File: config.mk
export PLATFORM = sky130hd
export DESIGN_NAME = tick_sched
export DESIGN_NICKNAME = d
export VERILOG_FILES = /design/src/rtl/tick_sched_pkg.sv /design/src/rtl/period_counter.sv /design/src/rtl/tick_sched.sv
export SDC_FILE = /design/constraint.sdc
export NUM_CORES = 1
export LEC_CHECK = 0
export ABC_AREA = 1
export BUFFER_PORTS_ARGS = -buffer_cell sky130_fd_sc_hd__buf_2
export CORE_ASPECT_RATIO = 1.25
export CORE_MARGIN = 3
export CORE_UTILIZATION = 34
export DETAILED_ROUTE_END_ITERATION = 10
export SYNTH_ARGS = -nofsm -noshare
export SYNTH_HDL_FRONTEND = slang
export SYNTH_SLANG_ARGS = --single-unit
export TNS_END_PERCENT = 100
File: constraint.sdc
create_clock -name clk -period 2.2 [get_ports clk]
set_input_delay 0.66 -clock clk [delete_from_list [all_inputs] [get_ports clk]]
set_output_delay 0.66 -clock clk [all_outputs]
set_load 0.02 [all_outputs]
File: src/rtl/tick_sched_pkg.sv
// Shared encodings and default sizes for the tick scheduler.
package tick_sched_pkg;

    typedef enum logic [1:0] {
        IDLE = 2'b00,
        RUN  = 2'b01,
        STEP = 2'b10
    } state_t;

    localparam int DEF_CNT_W   = 27;
    localparam int DEF_DIV     = 2**26 - 1;
    localparam int TICK_CNT_W  = 8;

endpackage

File: src/rtl/period_counter.sv
// Period counter: counts 0..div_active while enabled, then wraps with a
// registered one-cycle pulse. clear forces the count to 0 and kills the pulse.
module period_counter #(
    parameter int CNT_W = 8
) (
    input  logic             clk,
    input  logic             reset,
    input  logic             clear,
    input  logic             enable,
    input  logic [CNT_W-1:0] div_active,
    output logic [CNT_W-1:0] counter,
    output logic             wrap
);

    // Count, wrap at the divisor, and register the wrap pulse.
    always_ff @(posedge clk) begin
        if (reset || clear) begin
            counter <= '0;
            wrap    <= 1'b0;
        end else if (enable) begin
            if (counter == div_active) begin
                counter <= '0;
                wrap    <= 1'b1;
            end else begin
                counter <= counter + 1'b1;
                wrap    <= 1'b0;
            end
        end else begin
            wrap <= 1'b0;
        end
    end

endmodule

File: src/rtl/tick_sched.sv
// Tick scheduler: run/pause/single-step FSM around a period counter, with a
// divisor reprogramming handshake that only takes effect on period boundaries.
module tick_sched
    import tick_sched_pkg::*;
#(
    parameter int               CNT_W       = DEF_CNT_W,
    parameter logic [CNT_W-1:0] DEFAULT_DIV = CNT_W'(DEF_DIV)
) (
    input  logic                  clk,
    input  logic                  reset,
    input  logic                  run,
    input  logic                  step,
    input  logic                  cfg_valid,
    input  logic [CNT_W-1:0]      cfg_div,
    output logic                  cfg_ready,
    output logic                  tick,
    output logic [TICK_CNT_W-1:0] tick_cnt,
    output logic [1:0]            state
);

    state_t           state_q, state_d;
    logic [CNT_W-1:0] counter;
    logic [CNT_W-1:0] div_active;
    logic [CNT_W-1:0] div_pending;
    logic             pending;
    logic             cnt_clear;
    logic             cnt_enable;
    logic             hit;

    // Dropping run in RUN clears the counter on the same edge, which also
    // suppresses a wrap that would otherwise have fired there.
    assign cnt_enable = (state_q == RUN) || (state_q == STEP);
    assign cnt_clear  = (state_q == IDLE) || ((state_q == RUN) && !run);
    assign hit        = cnt_enable && !cnt_clear && (counter == div_active);

    period_counter #(.CNT_W(CNT_W)) u_period (
        .clk        (clk),
        .reset      (reset),
        .clear      (cnt_clear),
        .enable     (cnt_enable),
        .div_active (div_active),
        .counter    (counter),
        .wrap       (tick)
    );

    // State register.
    always_ff @(posedge clk) begin
        if (reset) state_q <= IDLE;
        else       state_q <= state_d;
    end

    // Next state: run beats step in IDLE; a step returns to IDLE on its wrap.
    always_comb begin
        state_d = state_q;
        case (state_q)
            IDLE: begin
                if (run)       state_d = RUN;
                else if (step) state_d = STEP;
            end
            RUN: begin
                if (!run) state_d = IDLE;
            end
            STEP: begin
                if (run)      state_d = RUN;
                else if (hit) state_d = IDLE;
            end
            default: state_d = IDLE;
        endcase
    end

    // Config handshake: capture into pending, apply in IDLE or on a wrap.
    // A transfer landing on a wrap edge is not applied there because pending
    // is still clear on that edge.
    always_ff @(posedge clk) begin
        if (reset) begin
            pending     <= 1'b0;
            div_pending <= '0;
            div_active  <= DEFAULT_DIV;
        end else if (pending && ((state_q == IDLE) || hit)) begin
            div_active <= div_pending;
            pending    <= 1'b0;
        end else if (cfg_valid && !pending) begin
            div_pending <= cfg_div;
            pending     <= 1'b1;
        end
    end

    // Tick counter advances alongside the registered tick.
    always_ff @(posedge clk) begin
        if (reset)    tick_cnt <= '0;
        else if (hit) tick_cnt <= tick_cnt + 1'b1;
    end

    assign cfg_ready = !pending;
    assign state     = state_q;

endmodule

Word level (Yosys, flattened, before mapping)
Cells that the tools add are included.

word-level totals
  output and inout port bits = 12
  word-level logic and storage cells = 42
  register bits after elaboration = 93
  input port bits = 32

cells by class
  mux-type cells = 8
  bitwise gates (word level) = 2
  $add $sub $neg = 2
  reductions and logical operators = 17
  equal/unequal tests = 6

operators by type and width
  kind                                                  count
  adder 27 x 1 -> 27 bit (second input constant)        1
  equality test 27 bit                                  1
  two-way mux 27 bit                                    1
  two-way mux 2 bit                                     5
  adder 8 x 1 -> 8 bit (second input constant)          1
  != test 3 bit (second input constant)                 2
  case mux 2 bit (3 select lines)                       1
  logical AND 1 bit                                     5
  logical OR 1 bit                                      4
  OR reduction 2 bit                                    2
  logical NOT 1 bit                                     3
  AND reduction 3 bit                                   1
  equality test 2 x 1 -> 1 bit (second input constant)  1
  equality test 2 bit (second input constant)           1
  logical NOT 2 bit                                     1
  != test 2 bit (second input constant)                 1
  inverter 1 bit                                        2
  AND reduction 2 bit                                   1
  two-way mux 1 bit                                     1

Longest topological paths before layout
Gate-level depths: netlist of the first run.

  depth after elaboration = 10
  gate-level depth with buffers = 13
  depth with buffers taken out = 13

Modules after synthesis
A second synthesis of the first run with hierarchy kept.

second synthesis, totals
  cells, all modules = 832
  area, all modules = 5132.4 sq um

modules (own cells, without submodules)
  module          cells each  times used  sequential area each (sq um)  area an instance (sq um)
  tick_sched      485         1           1301.2                        3198.1
  period_counter  347         1           560.5                         1934.4

Worst setup path after synthesis of the first run
OpenSTA, ideal clock, no wires.

  path kind = reg-to-reg
  start point = register state_q[0], in the netlist state[0]
  end point = register u_period.counter[22]
  data arrival time = 1.920 ns
  setup time = 0.117 ns
  buffers on the path = 1
  data required time = 2.083 ns
  clock period less this slack = 2.037 ns
  setup slack = 0.163 ns
  stages on the path, launching flop included = 12
  cell sequence = dfxtp_1 > inv_1 > ha_1 > buf_4 > inv_2 > nor2_2 > nand2_1 > nor2_2 > nand2_1 > nor2_2 > and3_1 > nor3_2

between the ends
  longest elaborated chain between the ends = 4
  elaborated cells between the ends (all ways) = 7
  those cells by class = eq/ne (2); reduce/logical (5)

ends and longest elaborated chain
  element                       line                                RTL
  start: declaration            tick_sched.sv:21                    state_t state_q, state_d;
  start signal: assignment      tick_sched.sv:49                    else state_q <= state_d;
  equality test 2 x 1 -> 1 bit  tick_sched.sv:32, tick_sched.sv:33
  logical AND 1 bit             tick_sched.sv:33                    assign cnt_clear = (state_q == IDLE) || ((state_q == RUN) && !run);
  logical OR 1 bit              tick_sched.sv:33
  logical OR 1 bit              period_counter.sv:17                if (reset || clear) begin
  end signal: assignment        period_counter.sv:25                counter <= counter + 1'b1;
  end: declaration              period_counter.sv:11                output logic [CNT_W-1:0] counter,

Parallel ways exist; a longest one is shown, timed or not.
A chain may end at the register's enable or synchronous reset.

Final worst setup path of the first run
Ends and elaborated chain as after synthesis.

==> results.cfg, run 1 <==
[worst_setup_path]
reg2reg_to = u_period.counter[22]$_SDFFE_PP0N_
rrSetupSlack_ns = 0.23
cp.required_ns = 2.43
cp.arrival_ns = 2.20
crit_start = state[0]$_SDFFE_PP0P_
crit_path_end_kind = register
r2r_start = state[0]$_SDFFE_PP0P_
critPathLaunchType = register
path_max_fanout = 7
critPathKind = reg -> reg
rr_worst_depth = 10
crit_end = u_period.counter[22]$_SDFFE_PP0N_

[sta]
finalCritPeriodShare_pct = 89.6
relSlewSlack_pct = 73.9
hold_violations = 0
fin_setup_tns_ns = 0
setup_viol = 0
rsz0062_at_grt = false
fmaxAchievable_ghz = 0.507
worst_pin_slew_ns = 0.387
skew_ns = 0.00826
drv_slew = 0
period_minus_slack_ns = 1.97

[final_layout]
fin_area_um2 = 4960
final_core_util_pct = 41.7
ff_latch_area_um2 = 1860
stdcell_count = 778
multi_input_area_um2 = 2090
diodes = 0
layout-drive-gt1-share_pct = 14.3
nFillCells = 1284
syn2layout_area_growth_pct = 17.1
final_nets = 649

[global_routing]
grt_pass1_wl_um = 16600
antenna_found_initial = 0
grt_pass1_vias = 3632
grt_max_degree = 34
gr-total-overflow = 0
track_usage_pct = 14.8

[placed_design]
dp.cells = 762
hpwl_um = 7190
port-buffer-count = 43
gp_congestion = 0.865
placed_cell_area_um2 = 4610

[route]
drt_iter0_drc = 150
wl_um = 9500
routed_via_density = 4.71
wl_per_cell_um = 12.2
first_pass_iters = 5
ant_nets = 0
dr_wl_met3_um = 299
wl_met1_um = 4200
num_vias = 3665
post-route-drc-count = 0
dr_wl_met2_um = 4850
dr.max_layer_used = met4

[logic_synthesis]
yosysSeqAreaShare_pct = 44.0
synth_top_flop_cell = dfxtp_1
avgSynthCellArea_um2 = 7.45
async_flop_share_pct = 0
syn_nets = 605
synthCells = 568
netlist_area_um2 = 4230
synth-edff-count = 0
synth.distinct_cells = 31
synth_seq_cells = 93
yosys_warnings = 0

[clock_network]
worstSkewPairLatency_ns = 0.34
tritoncts = built
cts_sinks = 93
cts_made_buffers = 9
cts_buffer_depth = 2
htree_levels = 3
clkSlewWorstSetupHoldPaths_ns = 0.06
root_buffer = clkbuf_16

[floorplan]
fp.dieW_um = 106
die_y_um = 131
ioPinCount = 44
die-area_um2 = 13800
start_util_pct = 35.6
core.rowCount = 44
core_um2 = 11900

[pwr]
p_leak_nw = 2.06
power.density_nw_per_um2 = 873
power.total_mw = 4.33
vdd_ir_drop_max_mv = 0.553

[outcome]
status = complete, no violations

[hold_path]
worstHoldStart = div_pending[26]$_SDFFE_PP0P_
min_path_type = reg -> reg

[flow_run]
drv_cap = 0
sequential cells by signal (all words and copies together), names as in the netlist:
register,count
tick_cnt,8
pending,1
state,2
u_period.wrap,1
u_period.counter,27
div_pending,27
div_active,27
critical path: stages (launching register included):
cell and delay [ns]:
dfxtp_1 0.38, inv_1 0.10, ha_1 0.32, inv_2 0.08, nor2_2 0.13, nand2_1 0.13
nor2_4 0.22, nand2_1 0.12, nor2_2 0.16, and3_1 0.19, nor3_2 0.04
power by group:
| part | switching (mW) | internal [mW] | total (mW) |
|---|---|---|---|
| logic | 0.408 | 0.246 | 0.654 |
| registers | 0.0955 | 1.82 | 1.91 |
| clock network | 0.619 | 1.14 | 1.76 |
timing repair:
item                                    4_1_cts  5_1_grt
hold endpoints to repair                      0        0
hold buffers                                  0        0
endpoints found under the setup margin        0        2
resized for setup                             0        1
setup buffers                                 0        0
cell usage after synthesis (all sizes together) (10+ instances only):
cell	number	area, um^2
buf	10	90.1
xor2	17	149
clkbuf	14	52.6
o21ai	31	155
nor2	109	422
nand2	113	442
inv	36	135
a21oi	14	73.8
xnor2	28	245
nand3	71	360
dfxtp	93	1860
nand4	10	62.6
cell usage in the layout (no fill, tap or decap), drive strengths merged, types with 10 or more instances in the layout:
master,n
xnor2,28
inv,36
o21ai,31
clkbuf,12
nor2,109
nand4,10
a21oi,14
buf,57
nand3,71
xor2,17
nand2,113
dfxtp,93
final cells by class:
| cell class | instances | area share (%) |
|---|---|---|
| tap | 161 | 4.06 |
| clock buffer | 12 | 4.97 |
| clock inverter | 4 | 1.92 |
| sequential | 93 | 37.6 |
| multi-input combinational | 414 | 42.2 |
| inverter | 37 | 2.80 |
| timing repair buffer | 57 | 6.46 |
cell families after synthesis:
| family | after synthesis | synth area share (%) |
|---|---|---|
| compound gates | 47 | 5.74 |
| xor+xnor | 45 | 9.31 |
| flops | 93 | 44.0 |
| simple gates | 317 | 32.8 |
| fa+ha+maj | 5 | 1.48 |
| buf+inv | 61 | 6.65 |
how the worst min path moves through the flow:
stage / end / slack (ns) / cells after the start
2_1_floorplan: div_pending[26]$_SDFFE_PP0P_ / 0.45 / 2
3_3_place_gp: div_pending[26]$_SDFFE_PP0P_ / 0.46 / 2
3_5_place_dp: div_pending[26]$_SDFFE_PP0P_ / 0.46 / 2
4_1_cts: div_pending[26]$_SDFFE_PP0P_ / 0.48 / 2
5_1_grt: div_active[25]$_SDFFE_PP1P_ / 0.50 / 2
6_report: div_pending[26]$_SDFFE_PP0P_ / 0.48 / 2
layer usage:
layer | up-vias | track usage [%]
met5 | - | 0
met4 | 0 | 6.10
met3 | 13 | 3.00
met2 | 59 | 26.2
met1 | 1677 | 17.5
li1 | 1916 | -
per-stage QoR:
stage | setup WS (ns) | hold slack [ns]
after floorplan | 0.163 | 0.446
after global placement | 0.276 | 0.458
after detailed placement | 0.146 | 0.465
after CTS | 0.131 | 0.479
after global routing | 0.0412 | 0.502
final | 0.228 | 0.476
No activity file was read; power rests on OpenSTA's default activity.
==> run 2: changes to the inputs <==
- CORE_UTILIZATION: 34 -> 58
- PLACE_DENSITY: unset -> 0.79
==> run 2 against run 1 <==
Maximum frequency increased by 0.11%. Clock power decreased by 39%. Global-route usage increased by 8.3 points. Power decreased by 16%. Routed wire length decreased by 6.0%. Cell area decreased by 5.1%. Sequential power about the same. Hold slack improved by 0.010 ns. Sequential share of layout area increased by 2.0 points. Clock-buffer cell count decreased by 3. Largest cell class unchanged. Highest routed layer unchanged.
==> results.cfg, run 2 (synthesis results as in run 1) <==
[outcome]
status = complete, no violations

[worst_setup_path]
path_max_fanout = 7
cp.arrival_ns = 2.22
cp.required_ns = 2.45
crit_path_end_kind = register
critPathLaunchType = register
critPathKind = reg -> reg

[route]
num_vias = 3685
routed_via_density = 5.23
post-route-drc-count = 0
ant_nets = 0
wl_um = 8930
drt_iter0_drc = 161
first_pass_iters = 4
wl_per_cell_um = 12.7

[clock_network]
cts_hold_buf = 0
tritoncts = built
worstSkewPairLatency_ns = 0.36
cts_buffer_depth = 2
clkSlewWorstSetupHoldPaths_ns = 0.10
root_buffer = clkbuf_8
htree_levels = 3
cts_sinks = 93
cts_made_buffers = 9

[floorplan]
die_y_um = 101
die-area_um2 = 8360
start_util_pct = 60.3
core.rowCount = 34
fp.dieW_um = 82.4
core_um2 = 7020
ioPinCount = 44

[global_routing]
grt_pass1_wl_um = 15100
antenna_found_initial = 0
grt_max_degree = 36
track_usage_pct = 23.0
grt_pass1_vias = 3393
gr-total-overflow = 0

[final_layout]
layout-drive-gt1-share_pct = 14.2
final_cell_mix = 110 x nand2_1, 104 x nor2_1, 93 x dfxtp_1
nFillCells = 628
layout_commonest_cell = nand2_1
diodes = 0
syn2layout_area_growth_pct = 11.1
final_nets = 647
stdcell_count = 704
ff_latch_area_um2 = 1860
multi_input_area_um2 = 2090
largest_registers = div_active (27), div_pending (27), u_period.counter (27)

[pwr]
p_switching_mw = 1.14
p_leak_nw = 1.98
power.density_nw_per_um2 = 773
vdd_ir_drop_max_mv = 0.685
combPwrFrac_pct = 18.2
clkPwrFrac_pct = 29.4
pwr-share-seq_pct = 52.4
p_sw_share_pct = 31.4
intPower_mw = 2.50

[placed_design]
port-buffer-count = 43
dp.cells = 689
gp_congestion = 0.961
hpwl_um = 6530

[sta]
hold_violations = 0
finalCritPeriodShare_pct = 89.5
period_minus_slack_ns = 1.97
relSlewSlack_pct = 76.9
rsz0062_at_grt = false
drv_slew = 0
fmaxAchievable_ghz = 0.508
skew_ns = 0.0126
worst_pin_slew_ns = 0.343
setup_viol = 0
fin_setup_tns_ns = 0

[hold_path]
min_path_type = reg -> reg

[flow_run]
drv_cap = 0
## run 2: cell types whose count changed in the layout (fill, tap and decap cells not counted), sizes merged
| cell | previous run | this run |
|---|---|---|
| inv | 36 | 40 |
| clkbuf | 12 | 9 |
| clkinvlp | 0 | 2 |
| buf | 57 | 55 |
| bufinv | 3 | 0 |
| clkinv | 2 | 1 |
## run 2: final cells by class
| cell class | instances | share of cell area, % |
|---|---|---|
| clock inverter | 6 | 1.17 |
| sequential | 93 | 39.6 |
| clock buffer | 9 | 2.63 |
| tap | 90 | 2.39 |
| inverter | 37 | 2.95 |
| multi-input combinational | 414 | 44.5 |
| timing repair buffer | 55 | 6.76 |
## run 2: per-stage QoR
step                      hold WS [ns]  cell area (um^2)  power, mW  worst slack (ns)  util, %
after floorplan                  0.446              4230       2.44             0.163        -
after global placement           0.459              4520       2.58             0.295     64.4
after CTS                        0.489              4700       3.66             0.146     66.9
final                            0.486              4700       3.64             0.230     67.0
after global routing             0.513              4700       3.82            0.0623     67.0
after detailed placement         0.466              4520       2.61             0.175     64.4
## run 2: worst paths after layout
| kind | from | endpoint | slack, ns | cells after the start |
|---|---|---|---|---|
| max | state[0]$_SDFFE_PP0P_ | u_period.counter[22]$_SDFFE_PP0N_ | 0.23 | 10 |
| min | div_active[25]$_SDFFE_PP1P_ | div_active[25]$_SDFFE_PP1P_ | 0.49 | 2 |
| max reg2reg | state[0]$_SDFFE_PP0P_ | u_period.counter[22]$_SDFFE_PP0N_ | 0.23 | 10 |
| min reg2reg | div_active[25]$_SDFFE_PP1P_ | div_active[25]$_SDFFE_PP1P_ | 0.49 | 2 |
## run 2: worst max-delay path, stage by stage (launching register included)
cell,delay [ns]
dfxtp_1,0.39
inv_1,0.09
ha_1,0.33
inv_2,0.09
nor2_2,0.13
nand2_1,0.13
nor2_4,0.21
nand2_1,0.12
nor2_2,0.15
and3_1,0.18
nor3_2,0.04
## run 2: power groups by stage
stage / clock (mW) / sequential [mW] / combinational (mW)
final: 1.07 / 1.91 / 0.662
after global routing: 1.14 / 1.92 / 0.755
after CTS: 1.09 / 1.91 / 0.664
after detailed placement: 0 / 1.95 / 0.661
after global placement: 0 / 1.94 / 0.636
after floorplan: 0 / 1.93 / 0.506
## run 2: timing repair
action | in CTS | in global routing
endpoints found under the setup margin | 0 | 2
setup buffers | 0 | 0
resized for setup | 0 | 1
## run 2: per-layer routing
layer / vias to the layer above / wire length, um / GRT usage (%)
met5: - / 0 / 0
met3: 23 / 326 / 4.36
met1: 1686 / 3960 / 29.5
met2: 72 / 4390 / 38.1
met4: 0 / 255 / 8.70
li1: 1904 / - / -
==> run 3: changes to the inputs <==
- MAX_ROUTING_LAYER: unset -> met4
==> run 3 against run 2 <==
Cell count unchanged. Cell area unchanged. Die area stayed put. Clock skew decreased by 0.00066 ns. Flip-flop and latch count unchanged. Routed wire length increased by 0.30%. Sequential share of layout area stayed put. Non-clock buffer count is the same. Clock power hardly changed. Critical endpoint unchanged. Largest power group unchanged. Highest routed layer unchanged.
==> results.cfg, run 3 (synthesis results as in run 1) <==
[sta]
finalCritPeriodShare_pct = 89.3
setup_viol = 0
hold_violations = 0
period_minus_slack_ns = 1.96
relSlewSlack_pct = 77.6
fin_ws_ns = 0.236
drv_slew = 0
fin_setup_tns_ns = 0
fmaxAchievable_ghz = 0.509
skew_ns = 0.0120
rsz0062_at_grt = false
worst_pin_slew_ns = 0.333

[floorplan]
core.rowCount = 34
die-area_um2 = 8360
die_y_um = 101
start_util_pct = 60.3
core_um2 = 7020
fp.dieW_um = 82.4
ioPinCount = 44

[final_layout]
diodes = 0
ff_latch_area_um2 = 1860
syn2layout_area_growth_pct = 11.1
layout-drive-gt1-share_pct = 14.2
largest_registers = div_active (27), div_pending (27), u_period.counter (27)
fin_area_um2 = 4700
final_cell_mix = 110 x nand2_1, 104 x nor2_1, 93 x dfxtp_1
stdcell_count = 704
multi_input_area_um2 = 2090
nFillCells = 628
layout_commonest_cell = nand2_1
final_nets = 647

[flow_run]
drv_cap = 0

[pwr]
vdd_ir_drop_max_mv = 0.685
power.total_mw = 3.64
power.density_nw_per_um2 = 773
p_leak_nw = 1.98

[route]
ant_nets = 0
num_vias = 3706
post-route-drc-count = 0
wl_um = 8950
wl_per_cell_um = 12.7
routed_via_density = 5.26
first_pass_iters = 4
drt_iter0_drc = 178

[placed_design]
hpwl_um = 6530
dp.cells = 689
placed_cell_area_um2 = 4520
gp_congestion = 0.979
port-buffer-count = 43
place_ws_ns = 0.175

[clock_network]
root_buffer = clkbuf_8
cts_hold_buf = 0
cts_made_buffers = 9
cts_sinks = 93
htree_levels = 3
tritoncts = built
clkSlewWorstSetupHoldPaths_ns = 0.10
worstSkewPairLatency_ns = 0.36
cts_buffer_depth = 2

[global_routing]
grt_pass1_vias = 3392
antenna_found_initial = 0
track_usage_pct = 23.7
grt_pass1_wl_um = 15100
grt_max_degree = 36
gr-total-overflow = 0

[worst_setup_path]
crit_family = simple AND/OR/NAND/NOR gates
cpPeakStageDelay_ns = 0.39
cp.arrival_ns = 2.22
crit_chain = inv_1 -> ha_1 -> inv_2 -> nor2_2 -> nand2_1 -> nor2_4 -> nand2_1 -> nor2_2 -> and3_1 -> nor3_2
critPathSlowestCell = dfxtp_1
critPathLaunchType = register
path_max_fanout = 7
critPathKind = reg -> reg
crit_buf_inv = 2
crit_path_end_kind = register
cp.required_ns = 2.45

[outcome]
status = complete, no violations

[hold_path]
min_path_type = reg -> reg
==> run 3: cell counts in the layout (fill, tap and decap cells not counted) <==
Identical to the previous run, type by type.
==> run 3: per-stage QoR <==
stage	utilization, %	hold slack (ns)
6_report	67.0	0.486
5_1_grt	67.0	0.513
2_1_floorplan	-	0.446
4_1_cts	66.9	0.489
3_3_place_gp	64.4	0.459
3_5_place_dp	64.4	0.466
==> run 3: tightest hold or removal path: stages, from the launching register on <==
cell	delay (ns)
dfxtp_1	0.33
nand2_1	0.06
nand3_1	0.05
==> run 3: final timing paths <==
path | start | endpoint | slack (ns) | cells past startpoint
worst max register to register | state[0]$_SDFFE_PP0P_ | u_period.counter[22]$_SDFFE_PP0N_ | 0.24 | 10
worst min register to register | div_active[25]$_SDFFE_PP1P_ | div_active[25]$_SDFFE_PP1P_ | 0.49 | 2
worst min-delay path | div_active[25]$_SDFFE_PP1P_ | div_active[25]$_SDFFE_PP1P_ | 0.49 | 2
worst max-delay path | state[0]$_SDFFE_PP0P_ | u_period.counter[22]$_SDFFE_PP0N_ | 0.24 | 10
==> run 3: per-layer routing <==
layer	GRT usage, %	part of all wire, %	vias up	wire (um)
li1	-	-	1907	-
met3	4.36	4.1	24	369
met4	8.70	2.5	0	220
met5	-	0	-	0
met1	29.4	44	1701	3940
met2	38.1	49	74	4430
==> run 3: area by class of cell <==
class / count / area share [%]
inverter: 37 / 2.95
clock buffer: 9 / 2.63
sequential: 93 / 39.6
timing repair buffer: 55 / 6.76
tap: 90 / 2.39
multi-input combinational: 414 / 44.5
clock inverter: 6 / 1.17
==> run 3: timing repair <==
item	4_1_cts	5_1_grt
buffers inserted	0	0
endpoints found under the setup margin	0	2
resized for setup	0	1
==> run 3: power breakdown <==
group | internal [mW] | switching (mW) | total (mW)
Sequential | 1.82 | 0.0901 | 1.91
Combinational | 0.250 | 0.411 | 0.661
Clock | 0.428 | 0.641 | 1.07
Total | 2.50 | 1.14 | 3.64
